<file path="src/rtl/uart_txrx.sv">
// Full-duplex 8N1 UART: independent TX and RX engines that share one bit-period count (DIV clocks).
// RX samples mid-bit from a 2-flop synchronised copy of uart_rxd; TX frames bytes straight onto uart_txd.
module uart_txrx #(
    parameter int freq_hz = 100000000,
    parameter int baud    = 115200
) (
    input  logic       clk,
    input  logic       reset,
    input  logic       uart_rxd,
    output logic       uart_txd,
    output logic [7:0] rx_data,
    output logic       rx_avail,
    output logic       rx_error,
    input  logic       rx_ack,
    input  logic [7:0] tx_data,
    input  logic       tx_wr,
    output logic       tx_busy
);

    localparam int DIV = freq_hz / baud;
    localparam int CW  = $clog2(DIV + 1);
    localparam logic [CW-1:0] BIT_END  = CW'(DIV - 1);
    localparam logic [CW-1:0] HALF_END = CW'(DIV / 2 - 1);

    typedef enum logic [1:0] {S_IDLE, S_START, S_DATA, S_STOP} state_e;

    // ---------------- transmitter ----------------
    state_e          tx_state_q, tx_state_d;
    logic [CW-1:0]   tx_cnt_q, tx_cnt_d;
    logic [2:0]      tx_bit_q, tx_bit_d;
    logic [7:0]      tx_shift_q, tx_shift_d;
    logic            txd_q, txd_d;
    logic            tx_busy_q, tx_busy_d;

    always_ff @(posedge clk or negedge reset) begin
        if (!reset) begin
            tx_state_q <= S_IDLE;
            tx_cnt_q   <= '0;
            tx_bit_q   <= '0;
            tx_shift_q <= '0;
            txd_q      <= 1'b1;
            tx_busy_q  <= 1'b0;
        end else begin
            tx_state_q <= tx_state_d;
            tx_cnt_q   <= tx_cnt_d;
            tx_bit_q   <= tx_bit_d;
            tx_shift_q <= tx_shift_d;
            txd_q      <= txd_d;
            tx_busy_q  <= tx_busy_d;
        end
    end

    always_comb begin
        tx_state_d = tx_state_q;
        tx_cnt_d   = tx_cnt_q;
        tx_bit_d   = tx_bit_q;
        tx_shift_d = tx_shift_q;
        txd_d      = txd_q;
        tx_busy_d  = tx_busy_q;
        unique case (tx_state_q)
            S_IDLE: begin
                if (tx_wr) begin
                    tx_shift_d = tx_data;
                    tx_state_d = S_START;
                    tx_cnt_d   = '0;
                    txd_d      = 1'b0;
                    tx_busy_d  = 1'b1;
                end
            end
            S_START: begin
                if (tx_cnt_q == BIT_END) begin
                    tx_cnt_d   = '0;
                    tx_bit_d   = '0;
                    tx_state_d = S_DATA;
                    txd_d      = tx_shift_q[0];
                end else begin
                    tx_cnt_d = tx_cnt_q + 1'b1;
                end
            end
            S_DATA: begin
                if (tx_cnt_q == BIT_END) begin
                    tx_cnt_d = '0;
                    if (tx_bit_q == 3'd7) begin
                        tx_state_d = S_STOP;
                        txd_d      = 1'b1;
                    end else begin
                        // Shift register keeps the bit on the wire in position 0.
                        tx_bit_d   = tx_bit_q + 1'b1;
                        tx_shift_d = {1'b0, tx_shift_q[7:1]};
                        txd_d      = tx_shift_q[1];
                    end
                end else begin
                    tx_cnt_d = tx_cnt_q + 1'b1;
                end
            end
            S_STOP: begin
                if (tx_cnt_q == BIT_END) begin
                    tx_cnt_d   = '0;
                    tx_state_d = S_IDLE;
                    tx_busy_d  = 1'b0;
                end else begin
                    tx_cnt_d = tx_cnt_q + 1'b1;
                end
            end
            default: tx_state_d = S_IDLE;
        endcase
    end

    assign uart_txd = txd_q;
    assign tx_busy  = tx_busy_q;

    // ---------------- receiver ----------------
    logic [1:0]      rx_sync_q;
    logic            rxs;
    state_e          rx_state_q, rx_state_d;
    logic [CW-1:0]   rx_cnt_q, rx_cnt_d;
    logic [2:0]      rx_bit_q, rx_bit_d;
    logic [7:0]      rx_shift_q, rx_shift_d;
    logic [7:0]      rx_data_q, rx_data_d;
    logic            rx_avail_q, rx_avail_d;
    logic            rx_error_q, rx_error_d;

    assign rxs = rx_sync_q[1];

    always_ff @(posedge clk or negedge reset) begin
        if (!reset) begin
            rx_sync_q  <= 2'b11;
            rx_state_q <= S_IDLE;
            rx_cnt_q   <= '0;
            rx_bit_q   <= '0;
            rx_shift_q <= '0;
            rx_data_q  <= '0;
            rx_avail_q <= 1'b0;
            rx_error_q <= 1'b0;
        end else begin
            rx_sync_q  <= {rx_sync_q[0], uart_rxd};
            rx_state_q <= rx_state_d;
            rx_cnt_q   <= rx_cnt_d;
            rx_bit_q   <= rx_bit_d;
            rx_shift_q <= rx_shift_d;
            rx_data_q  <= rx_data_d;
            rx_avail_q <= rx_avail_d;
            rx_error_q <= rx_error_d;
        end
    end

    always_comb begin
        rx_state_d = rx_state_q;
        rx_cnt_d   = rx_cnt_q;
        rx_bit_d   = rx_bit_q;
        rx_shift_d = rx_shift_q;
        rx_data_d  = rx_data_q;
        rx_error_d = 1'b0;
        // A completing byte below overrides this ack-driven clear.
        rx_avail_d = rx_ack ? 1'b0 : rx_avail_q;
        unique case (rx_state_q)
            S_IDLE: begin
                if (!rxs) begin
                    rx_state_d = S_START;
                    rx_cnt_d   = '0;
                end
            end
            S_START: begin
                if (rx_cnt_q == HALF_END) begin
                    rx_cnt_d   = '0;
                    rx_bit_d   = '0;
                    rx_state_d = rxs ? S_IDLE : S_DATA;
                end else begin
                    rx_cnt_d = rx_cnt_q + 1'b1;
                end
            end
            S_DATA: begin
                if (rx_cnt_q == BIT_END) begin
                    rx_cnt_d   = '0;
                    rx_shift_d = {rxs, rx_shift_q[7:1]};
                    if (rx_bit_q == 3'd7) rx_state_d = S_STOP;
                    else                  rx_bit_d   = rx_bit_q + 1'b1;
                end else begin
                    rx_cnt_d = rx_cnt_q + 1'b1;
                end
            end
            S_STOP: begin
                if (rx_cnt_q == BIT_END) begin
                    rx_cnt_d   = '0;
                    rx_state_d = S_IDLE;
                    if (rxs) begin
                        rx_data_d  = rx_shift_q;
                        rx_avail_d = 1'b1;
                    end else begin
                        rx_error_d = 1'b1;
                    end
                end else begin
                    rx_cnt_d = rx_cnt_q + 1'b1;
                end
            end
            default: rx_state_d = S_IDLE;
        endcase
    end

    assign rx_data  = rx_data_q;
    assign rx_avail = rx_avail_q;
    assign rx_error = rx_error_q;

endmodule

</file>
<file path="config.mk">
export PLATFORM = sky130hd
export DESIGN_NAME = uart_txrx
export DESIGN_NICKNAME = d
export VERILOG_FILES = /design/src/rtl/uart_txrx.sv
export SDC_FILE = /design/constraint.sdc
export NUM_CORES = 1
export LEC_CHECK = 0
export CAP_MARGIN = 20
export CORE_ASPECT_RATIO = 0.8
export CORE_MARGIN = 2
export CORE_UTILIZATION = 45
export CTS_CLUSTER_SIZE = 8
export DETAILED_ROUTE_END_ITERATION = 8
export PLACE_DENSITY = 0.68
export SYNTH_ARGS = -nofsm -noshare
export SYNTH_HDL_FRONTEND = slang
export SYNTH_SLANG_ARGS = --single-unit
</file>
<file path="constraint.sdc">
create_clock -name clk -period 1.8 [get_ports clk]
set_input_delay 0.45 -clock clk [delete_from_list [all_inputs] [get_ports clk]]
set_output_delay 0.45 -clock clk [all_outputs]
set_load 0.02 [all_outputs]
</file>
==> impl_results.rst <==
.. list-table::
   :header-rows: 1

   * - Metric
     - Value
   * - Result of the run
     - complete, but fails checks
   * - Failing checks
     - negative setup slack
   * - DRC violation count after routing
     - 0
   * - Vias after detailed routing
     - 2450
   * - All-Layer GR Usage
     - 18.51%
   * - Clock sinks
     - 60
   * - Minimum hold slack
     - 0.1048 ns
   * - Syn nets
     - 305
   * - Type of the worst setup path
     - reg -> reg
   * - Mean area per synthesized cell
     - 11.06 um^2
   * - Most used routing layer
     - met2
   * - Vias in the first global route
     - 2418
   * - Netlist Area Pre-Place
     - 0.003109 mm^2
   * - Number of antenna repair diodes
     - 0
   * - Final critical delay including setup and external delays
     - 1.819 ns
   * - Fin crit share
     - 101.1%
   * - Number of distinct library cell variants in the gate-level netlist after synthesis
     - 50
   * - GRT Residual Overflow
     - 0
   * - Crit-path cells
     - ha_2 -> and4_4 -> nand4_4 -> or3_4 -> buf_6 -> mux2_4
   * - Area enclosed by the die boundary
     - 0.007594 mm^2
   * - Worst-path fanout max
     - 5
   * - Power density of the placed cells
     - 592.5 mW/mm^2
   * - Most frequent cells in the layout
     - 56 x dfrtp_1, 51 x buf_4, 26 x nand2_1, 23 x mux2_2, 19 x o21ai_0
   * - Initial antenna violation count
     - 0
   * - Global routing usage on met1
     - 24.06%
   * - Root buf cell
     - clkbuf_8
   * - Starting density of the core
     - 45.79%
   * - Count of state elements after synthesis
     - 60
   * - Worst-case setup slack after placement
     - -0.1547 ns
   * - CTS tree
     - done
   * - Count of buffers inserted at the top-level ports
     - 24
   * - Area growth syn-to-layout
     - 34.12%
   * - Highest achievable clock rate
     - 0.5497 GHz
   * - Total core area
     - 0.006790 mm^2
   * - Count of buffering cells on the critical path with inverters included
     - 1
   * - Yosys warnings
     - 0
   * - FP Rows
     - 27
   * - Post-synthesis async set-or-reset flop share
     - 100.0%
   * - Critical Path Slowest Stage Cell
     - dfrtp_1
   * - Share of synthesized area occupied by flip-flops and latches
     - 48.41%
   * - Filler-free cell count of the finished design
     - 454
   * - Sum of internal, switching and leakage power
     - 2.471 mW
   * - Data required time at the worst endpoint
     - 2.02 ns
   * - Sum Neg Setup Slack
     - -0.05579 ns
   * - Kind of end point of the critical path
     - flip-flop
   * - Floorplan die width
     - 96.94 um
   * - Global-route track usage on met3
     - 6.500%
   * - EDFF count, synth
     - 0
   * - Worst vdd ir
     - 0.3778 mV
   * - Delay contributed by the slowest stage of the critical path
     - 0.37 ns
   * - Placer Congestion
     - 0.8389
   * - First-pass GRT wire length
     - 11240 um
   * - Class of the tightest hold or removal check
     - in -> async
   * - Number of max-slew violations in the final report
     - 0
   * - Transition at the pin with the smallest max-transition slack
     - 0.3508 ns
   * - Met2 demand-to-capacity share in global routing
     - 29.93%
   * - 1st-pass router iterations
     - 4
   * - Sum of routed wire length over all layers
     - 6602 um
   * - Startpoint types
     - flip-flop
   * - Detailed Route Iter0 Violations
     - 107
   * - Main flop type after synthesis
     - dfrtp_1
   * - Crit path max-delay family
     - simple AND/OR/NAND/NOR gates
   * - Max cap viols
     - 0
   * - TritonCTS buffer count
     - 9
   * - Count of final hold-check violations
     - 0
   * - Post-Synthesis Cells
     - 281
   * - Critical path data arrival time
     - 2.04 ns
   * - Detailed Place HPWL
     - 4537 um
   * - CTS HTree Levels
     - 3
   * - Post-DRT Antenna Nets
     - 0
   * - Largest net degree at the start of global routing
     - 61
   * - RSZ-0062 raised after global routing
     - yes
   * - Placed insts
     - 431
   * - Number of nets in the finished design
     - 386
   * - Worst-skew pair later-pin latency
     - 0.34 ns
   * - Io pins
     - 25
   * - Ratio of cells with drive above 1 in the final layout
     - 37.60%
   * - Worst clock skew
     - 0.006424 ns
   * - Max Buffers Root-to-Sink
     - 2
   * - Mean routed wirelength per cell
     - 14.54 um
   * - Die height
     - 78.35 um
   * - Worst-case headroom to the max-slew limit
     - 76.43%
   * - CTS clock-pin slew for the worst setup and hold paths
     - 0.07 ns
   * - Commonest non-fill, non-tap cell in the layout
     - dfrtp_1
   * - Detailed-route vias per instance
     - 5.396
   * - Leakage Power
     - 1.964 nW
   * - Final count of negative-setup-slack endpoints
     - 5
   * - Fin worst setup slack
     - -0.01932 ns
==> cells by family after synthesis <==
kind of cell | Yosys count | synth area share [%]
simple gates | 89 | 16.66
mux | 35 | 13.52
flops | 60 | 48.41
xor+xnor | 5 | 1.409
compound gates | 57 | 12.35
fa+ha+maj | 11 | 4.426
buf+inv | 24 | 3.219
==> Yosys cell counts, types with 4 or more instances <==
cell type | instances | area share, %
dfrtp_1 | 57 | 46
nand2_1 | 26 | 3.1
mux2_2 | 24 | 8.7
o21ai_0 | 20 | 3.2
inv_1 | 13 | 1.6
ha_1 | 11 | 4.4
nor2_1 | 10 | 1.2
a22o_1 | 8 | 2.3
clkbuf_1 | 8 | 0.97
mux2_4 | 8 | 3.9
nand3_1 | 8 | 1.3
nor3_1 | 7 | 1.1
nand4_1 | 6 | 1.2
a21oi_1 | 5 | 0.80
a31oi_1 | 4 | 0.80
and4_1 | 4 | 1.1
or3_1 | 4 | 0.80
==> through the flow <==
step / instance area [um^2] / utilization (%)
floorplan: 3146 / -
global placement: 3829 / 56.38
detailed placement: 3829 / 56.38
CTS: 4030 / 59.35
global route: 4170 / 61.42
finish: 4170 / 61.42
==> final timing paths <==
kind	slack, ns	to	startpoint	cells after the start
max reg2reg	-0.02	rx_data[7]$_DFFE_PN0P_	rx_cnt_q[1]$_DFFE_PN0P_	6
min reg2reg	0.36	rx_sync_q[1]$_DFF_PN1_	rx_sync_q[0]$_DFF_PN1_	0
min	0.10	tx_cnt_q[9]$_DFFE_PN0P_	reset	2
max in group asynchronous	1.38	rx_sync_q[0]$_DFF_PN1_	reset	2
min in group clk	0.36	rx_sync_q[1]$_DFF_PN1_	rx_sync_q[0]$_DFF_PN1_	0
max	-0.02	rx_data[7]$_DFFE_PN0P_	rx_cnt_q[1]$_DFFE_PN0P_	6
==> routing by layer <==
layer	routed length (um)	vias up	share of wire (%)
met3	237	2	3.6
met4	23	0	0.35
met2	3159	43	48
li1	-	1195	-
met5	0	-	0
met1	3182	1210	48
==> registers in the layout, summed over array words and instances (netlist names), named ones only <==
register and count:
rx_sync_q 2, tx_busy 1, rx_cnt_q 10, rx_error 1
rx_shift_q 8, rx_bit_q 3, tx_bit_q 3, tx_shift_q 8
uart_txd 1, rx_state_q 1, rx_avail 1, tx_state_q 2
rx_data 8, tx_cnt_q 10
==> where the power goes <==
| group | total [mW] | internal [mW] | switching (mW) |
|---|---|---|---|
| Sequential | 1.35 | 1.35 | 0.00210 |
| Clock | 1.05 | 0.490 | 0.556 |
| Combinational | 0.0703 | 0.0342 | 0.0361 |
==> timing repair <==
item                       CTS  global route
pin swaps                    7             6
resized for setup           10            27
setup buffers                2             4
gates cloned                 1             0
setup endpoints to repair   18            40
hold buffers                 0             0
==> cell type report <==
type	instances	area, um^2
clock inverter	7	43.79
sequential	60	1506
tap	87	108.9
timing repair buffer	81	710.7
fill	538	2620
clock buffer	9	123.9
multi-input combinational	197	1628
inverter	13	48.80
Power figures use the tool's default switching activity.
